===== src/rtl/cia_pkg.sv =====
// cia_pkg: shared constants and types for the CIA serial port
package cia_pkg;
   localparam int   SDR_BITS = 8;
   localparam logic CNT_IDLE = 1'b1;
   localparam logic SP_IDLE  = 1'b1;
   typedef enum logic {S_IDLE, S_SHIFT} sdr_state_t;
endpackage


===== src/rtl/cia_sync2.sv =====
// cia_sync2: two-flop enable-qualified synchronizer for an asynchronous pin
module cia_sync2 #(
   parameter logic RST_VAL = 1'b1
) (
   input  logic clk,
   input  logic reset,
   input  logic i_en,
   input  logic i_d,
   output logic o_q
);
   logic [1:0] r_ff;
   // Pins idle high, so reset to the idle level to avoid a spurious edge
   always_ff @(posedge clk)
      if (i_en) r_ff <= reset ? {2{RST_VAL}} : {r_ff[0], i_d};
   assign o_q = r_ff[1];
endmodule


===== src/rtl/cia_serial.sv =====
// cia_serial: CIA 8520 serial data port, timer-A paced output and CNT clocked input
module cia_serial
   import cia_pkg::*;
(
   input  logic       clk,
   input  logic       reset,
   input  logic       clk7_en,
   input  logic       wr,
   input  logic       sdr,
   input  logic       spmode,
   input  logic [7:0] data_in,
   output logic [7:0] data_out,
   input  logic       tmra_ovf,
   input  logic       sp_in,
   input  logic       cnt_in,
   output logic       sp_out,
   output logic       cnt_out,
   output logic       irq
);
   logic       w_sp, w_cnt, w_wr, w_rise, w_mchg, w_last;
   logic       r_cnt_prev, r_mode, r_pending, r_cnt_out, r_sp_out, r_irq;
   logic       w_pending, w_cnt_out, w_sp_out, w_irq;
   logic [7:0] r_sdr, r_shift, w_sdr, w_shift;
   logic [3:0] r_bitcnt, w_bitcnt;
   sdr_state_t r_state, w_state;

   cia_sync2 u_sync_sp  (.clk(clk), .reset(reset), .i_en(clk7_en), .i_d(sp_in),  .o_q(w_sp));
   cia_sync2 u_sync_cnt (.clk(clk), .reset(reset), .i_en(clk7_en), .i_d(cnt_in), .o_q(w_cnt));

   assign w_wr     = wr & sdr;
   assign w_rise   = w_cnt & ~r_cnt_prev;
   assign w_mchg   = spmode ^ r_mode;
   assign w_last   = r_bitcnt == 4'(SDR_BITS - 1);
   assign data_out = (~wr & sdr) ? r_sdr : 8'h00;
   assign sp_out   = r_sp_out;
   assign cnt_out  = r_cnt_out;
   assign irq      = r_irq;

   // Next-state logic: abort on mode change, else input shifting or output sequencing
   always_comb begin
      w_state   = r_state;
      w_sdr     = w_wr ? data_in : r_sdr;
      w_shift   = r_shift;
      w_bitcnt  = r_bitcnt;
      w_pending = r_pending | (w_wr & spmode);
      w_cnt_out = r_cnt_out;
      w_sp_out  = r_sp_out;
      w_irq     = 1'b0;
      if (w_mchg) begin
         w_state   = S_IDLE;
         w_shift   = 8'h00;
         w_bitcnt  = 4'd0;
         w_pending = 1'b0;
         w_cnt_out = CNT_IDLE;
         w_sp_out  = SP_IDLE;
      end else if (!spmode) begin
         if (w_rise) begin
            w_shift  = {r_shift[6:0], w_sp};
            w_bitcnt = w_last ? 4'd0 : r_bitcnt + 4'd1;
            w_sdr    = w_last ? w_shift : w_sdr;
            w_irq    = w_last;
         end
      end else if (r_state == S_IDLE) begin
         if (r_pending) begin
            w_state   = S_SHIFT;
            w_shift   = r_sdr;
            w_pending = w_wr;
            w_bitcnt  = 4'd0;
         end
      end else if (tmra_ovf) begin
         if (r_cnt_out) begin
            w_cnt_out = 1'b0;
            w_sp_out  = r_shift[7];
            w_shift   = {r_shift[6:0], 1'b0};
         end else begin
            w_cnt_out = 1'b1;
            w_bitcnt  = r_bitcnt + 4'd1;
            if (w_last) begin
               w_irq = 1'b1;
               if (r_pending) begin
                  w_shift   = r_sdr;
                  w_pending = w_wr;
                  w_bitcnt  = 4'd0;
               end else w_state = S_IDLE;
            end
         end
      end
   end

   // State registers, advanced only on the 7 MHz enable
   always_ff @(posedge clk) begin
      if (clk7_en) begin
         if (reset) begin
            r_state    <= S_IDLE;
            r_sdr      <= 8'h00;
            r_shift    <= 8'h00;
            r_bitcnt   <= 4'd0;
            r_pending  <= 1'b0;
            r_cnt_out  <= CNT_IDLE;
            r_sp_out   <= SP_IDLE;
            r_irq      <= 1'b0;
            r_cnt_prev <= 1'b1;
            r_mode     <= 1'b0;
         end else begin
            r_state    <= w_state;
            r_sdr      <= w_sdr;
            r_shift    <= w_shift;
            r_bitcnt   <= w_bitcnt;
            r_pending  <= w_pending;
            r_cnt_out  <= w_cnt_out;
            r_sp_out   <= w_sp_out;
            r_irq      <= w_irq;
            r_cnt_prev <= w_cnt;
            r_mode     <= spmode;
         end
      end
   end
endmodule


===== config.mk =====
export PLATFORM = sky130hd
export DESIGN_NAME = cia_serial
export DESIGN_NICKNAME = d
export VERILOG_FILES = /design/src/rtl/cia_pkg.sv /design/src/rtl/cia_sync2.sv /design/src/rtl/cia_serial.sv
export SDC_FILE = /design/constraint.sdc
export NUM_CORES = 1
export LEC_CHECK = 0
export CAP_MARGIN = 15
export CORE_MARGIN = 2
export CORE_UTILIZATION = 57
export DETAILED_ROUTE_END_ITERATION = 8
export PLACE_DENSITY = 0.94
export SLEW_MARGIN = 0
export SYNTH_ARGS = -nofsm -noshare
export SYNTH_HDL_FRONTEND = slang
export SYNTH_SLANG_ARGS = --single-unit

===== constraint.sdc =====
create_clock -name clk -period 3.1 [get_ports clk]
set_input_delay 0.93 -clock clk [delete_from_list [all_inputs] [get_ports clk]]
set_output_delay 0.93 -clock clk [all_outputs]
set_load 0.03 [all_outputs]

Word level (Yosys, flattened, before mapping)
Cells that the tools add are included.
- bits in registers: 31
- bits of input ports: 17
- add/subtract/negate cells: 1
- equal/unequal tests: 5
- multiplexer cells: 48
- bitwise operators: 8
- reduce and logical (&&, ||, !) cells: 11
- operator list (cell ; count):
    $mux W8 ; 13
    $mux W4 ; 9
    $mux W1 ; 26
    $reduce_bool A3 Y1 ; 4
    $ne A5 B5 Y1 const B ; 2
    $reduce_and A5 Y1 ; 2
    $reduce_and A4 Y1 ; 2
    $ne A6 B6 Y1 const B ; 1
    $ne A5 B2 Y1 const B ; 1
    $add A4 B1 Y4 const B ; 1
    $and A1 B1 Y1 ; 4
    $eq A4 B3 Y1 const B ; 1
    $reduce_bool A4 Y1 ; 1
    $not A1 Y1 ; 2
    $reduce_and A2 Y1 ; 1
    $reduce_or A2 Y1 ; 1
    $or A1 B1 Y1 ; 1
    $xor A1 B1 Y1 ; 1

Depth between registers and ports, before layout
Gate-level depths: netlist of run 1.
- word-level depth: 9
- mapped depth: 5

Modules after synthesis
A second synthesis of run 1 with hierarchy kept.
- cell total of the unflattened synthesis: 163
- area, all modules: 1848.0 µm²
- modules (own cells, without submodules) (module ; times used ; cells an instance ; area each (µm²) ; sequential area each (µm²)):
    cia_serial ; 1 ; 155 ; 1702.9 ; 810.8
    cia_sync2 ; 2 ; 4 ; 72.6 ; 60.1

Least setup slack after synthesis of run 1
OpenSTA, ideal clock, no wires.
- path kind: input to output
- start point: input port sdr
- end point: output port data_out[0]
- arrival: 1.805 ns
- required time: 2.170 ns
- slack: 0.365 ns
- cell stages on the path: 3
- cell sequence: clkbuf_1 > nor2b_1 > and2_1
- longest elaborated chain between the ends: 2
- ends and longest elaborated chain (item ; RTL line ; source):
    start: declaration ; cia_serial.sv:9 ; input logic sdr,
    $and A1 B1 Y1 ; cia_serial.sv:34 ; assign data_out = (~wr & sdr) ? r_sdr : 8'h00;
    $mux W8 ; cia_serial.sv:34 ;
    end: declaration ; cia_serial.sv:12 ; output logic [7:0] data_out,
No other way between the ends.

Final worst setup path of run 1
- start point: input port sdr
- end point: output port data_out[4]
The elaborated chain is that of the path after synthesis.

==> results.json, run 1 <==
{
  "outcome": "complete, no violations",
  "cp_data_arrival_time_ns": 2.01,
  "synth_edf_count": 31,
  "post_cts_buffers": 0,
  "finalWirelength_mm": 3.98,
  "drv_slew": 0,
  "rsz0062_at_grt": "false",
  "synth-seq-cells": 31,
  "post-route-period-util_pct": 94.7,
  "start_kind": "input pin",
  "ys_seq_area_share_pct": 52.0,
  "maxCapViolCount": 0,
  "die_h_um": 60.0,
  "fin_nets": 212,
  "ys.flop_type": "edfxtp_1",
  "synth_cell_type_count": 38,
  "synth_top_area_share_pct": 52.0,
  "final_antenna_net_count": 0,
  "fp.dieArea_um2": 3610,
  "cts_sinks": 31,
  "area_growth_pct": 20.1,
  "peakVddDrop_uv": 306,
  "clock_tree.buffer_depth": 2,
  "vias_per_cell": 6.04,
  "via_count": 1431,
  "drtPass1Iterations": 4,
  "highest_layer": "met4",
  "power_density_nw_per_um2": 409,
  "required_ns": 2.17,
  "syn_avg_cell_area_um2": 11.0,
  "wl_met1_mm": 1.67,
  "drt_iter0_markers": 87,
  "slowest_stage": "clkdlybuf4s50_1",
  "yosys_warnings": 0,
  "endpoint_kind": "primary output",
  "clk_latency_ns": 0.33,
  "grt_pass1_wl_mm": 6.53,
  "antenna_cells": 0,
  "die_w_um": 60.0,
  "drc": 0,
  "antenna_found_initial": 0,
  "hold_viol": 0,
  "cts_tree": "done",
  "relSlewSlack_pct": 51.0,
  "clock.fmax_mhz": 341,
  "cts_root_buffer": "clkbuf_4",
  "finalCriticalPeriod_ns": 2.94,
  "stdcell_count": 237,
  "crit_path_max_incr_delay_ns": 0.47,
  "path_cells": "clkdlybuf4s50_1, nor2b_1, buf_4, and2_1, buf_4",
  "overflow": 0,
  "ios": 28,
  "fp.coreArea_um2": 3030,
  "grt_max_degree": 17,
  "power.leakage_nw": 0.756,
  "nFillCells": 208,
  "ys_async_sr_fraction_pct": 0,
  "ys_top_cells_by_area": "edfxtp_1 (52%), a311oi_2 (6.7%), mux2i_1 (4.5%)",
  "initial_core_util_pct": 59.1,
  "fin_tns_setup_ns": 0,
  "grtUsageTotal_pct": 25.5,
  "ctsResizeCount": 0,
  "path_common_cell": "buf_4",
  "netlist_area_um2": 1790,
  "htree_levels": 2,
  "worst_pin_slew_ns": 0.733,
  "setup_viol": 0,
  "fin_skew_ns": 0.0103,
  "drive_gt1_share_pct": 16.6,
  "wl_met2_mm": 2.00,
  "cpLargestDelayFamily": "buffers and inverters",
  "crit_fanout": 8,
  "grt_pass1_vias": 1370,
  "wl_met3_um": 223,
  "cts_hold_buf": 0,
  "clkSlewWorstSetupHoldPaths_ns": 0.08,
  "hold_ws_ns": 0.511,
  "critical_path_class": "in2out",
  "synth_top_area_cell": "edfxtp_1",
  "syn_inst": 163,
  "synth_nets": 181,
  "placed_cells": 231,
  "finalWorstSetupSlack_ns": 0.164,
  "avgRoutedWirePerCell_um": 16.8,
  "critPathBufInv": 3,
  "rows": 20,
  "port-buffer-count": 27,
  "dp_hpwl_mm": 3.07,
  "cts-buffers-inserted": 5,
  "pre_cts_slack_ns": 0.183,
  "hp-class": "reg2reg",
  "place_congestion": 0.924
}
final cells by class:
| class | instances | area (um^2) | area share, % |
|---|---|---|---|
| clock buffers | 6 | 41.3 | 1.92 |
| inverters | 4 | 15.0 | 0.698 |
| multi-input cells | 116 | 791 | 36.8 |
| flip-flops and latches | 31 | 931 | 43.3 |
| well taps | 44 | 55.1 | 2.56 |
| repair buffers | 36 | 318 | 14.8 |
cell usage in the layout (no fill, tap or decap):
| master | netlist | routed |
|---|---|---|
| a211oi_1 | 8 | 8 |
| a21boi_1 | 4 | 4 |
| a21o_1 | 1 | 1 |
| a21oi_1 | 3 | 3 |
| a22oi_1 | 1 | 1 |
| a311oi_2 | 8 | 8 |
| a31oi_1 | 2 | 2 |
| and2_1 | 8 | 8 |
| and3_1 | 1 | 1 |
| and3b_1 | 2 | 2 |
| buf_4 | 0 | 17 |
| clkbuf_1 | 9 | 1 |
| clkbuf_4 | 0 | 5 |
| clkdlybuf4s50_1 | 0 | 19 |
| edfxtp_1 | 31 | 31 |
| ha_1 | 1 | 1 |
| inv_1 | 3 | 3 |
| inv_2 | 1 | 1 |
| mux2_2 | 1 | 1 |
| mux2i_1 | 8 | 8 |
| nand2_1 | 13 | 13 |
| nand2b_1 | 2 | 2 |
| nand3_1 | 10 | 10 |
| nand3b_1 | 3 | 3 |
| nor2_1 | 9 | 9 |
| nor2b_1 | 3 | 3 |
| nor3_1 | 12 | 12 |
| o211ai_1 | 1 | 1 |
| o21a_1 | 1 | 1 |
| o21ai_1 | 1 | 1 |
| o221ai_1 | 1 | 1 |
| o22ai_1 | 1 | 1 |
| o31ai_1 | 1 | 1 |
| or2_0 | 1 | 1 |
| or2_1 | 6 | 6 |
| or4b_1 | 1 | 1 |
| xnor2_1 | 1 | 1 |
| xor2_1 | 1 | 1 |
per-layer routing:
metal,global-route usage [%],vias up
li1,-,678
met1,33.7,691
met2,40.2,51
met3,7.36,11
met4,8.89,0
met5,0,-
where the power goes:
group	internal [mW]	leakage, nW	switching [mW]
Sequential	0.496	0.307	0.0270
Combinational	0.0714	0.425	0.0798
Clock	0.0804	0.0242	0.125
cell usage after synthesis (all sizes together) (3+ instances only):
library cell	number
a211oi	8
a21boi	4
a21oi	3
a311oi	8
and2	8
buf	3
clkbuf	9
edfxtp	31
inv	4
mux2i	8
nand2	13
nand3	10
nand3b	3
nor2	9
nor2b	3
nor3	12
or2	7
flip-flops by register name (all words and copies together) (netlist names):
| signal | flops |
|---|---|
| r_sdr | 8 |
| r_mode | 1 |
| u_sync_cnt.r_ff | 2 |
| sp_out | 1 |
| r_state | 1 |
| irq | 1 |
| u_sync_sp.r_ff | 2 |
| r_pending | 1 |
| r_shift | 8 |
| cnt_out | 1 |
| r_bitcnt | 4 |
| r_cnt_prev | 1 |
metrics by stage:
stage	total power, mW	utilization [%]	cell area, um^2
after floorplan	0.614	-	1790
after global placement	0.671	69.7	2110
after detailed placement	0.681	69.7	2110
after CTS	0.879	71.0	2150
after global routing	0.913	71.0	2150
final	0.879	71.0	2150
kinds of logic (layout without fill, tap and decap cells):
kind of cell / Yosys count / after routing / share of synthesized area (%)
adder cells (fa/ha/maj): 1 / 1 / 0.699
AND/OR/NAND/NOR: 71 / 71 / 20.9
multiplexers: 9 / 9 / 5.10
XOR/XNOR: 2 / 2 / 0.979
AO/OA/AOI/OAI: 33 / 33 / 16.5
flip-flops: 31 / 31 / 52.0
buffers and inverters: 16 / 46 / 3.84
path summary, 6_finish.rpt:
kind,start,to,slack (ns),cells after the start
hold / removal,u_sync_sp.r_ff[0],u_sync_sp.r_ff[1],0.51,1
setup / recovery,sdr,data_out[4],0.16,5
hold reg to reg,u_sync_sp.r_ff[0],u_sync_sp.r_ff[1],0.51,1
setup reg to reg,r_bitcnt[0],r_sdr[5],0.86,4
(Power assumes the default switching activity.)
==> inputs of run 2 (changes only) <==
- SETUP_SLACK_MARGIN: not set -> 0.02
- SLEW_MARGIN: 0 -> 20
==> results of run 2 <==
No change in the layout: final DEF, timing and power equal those of run 1.
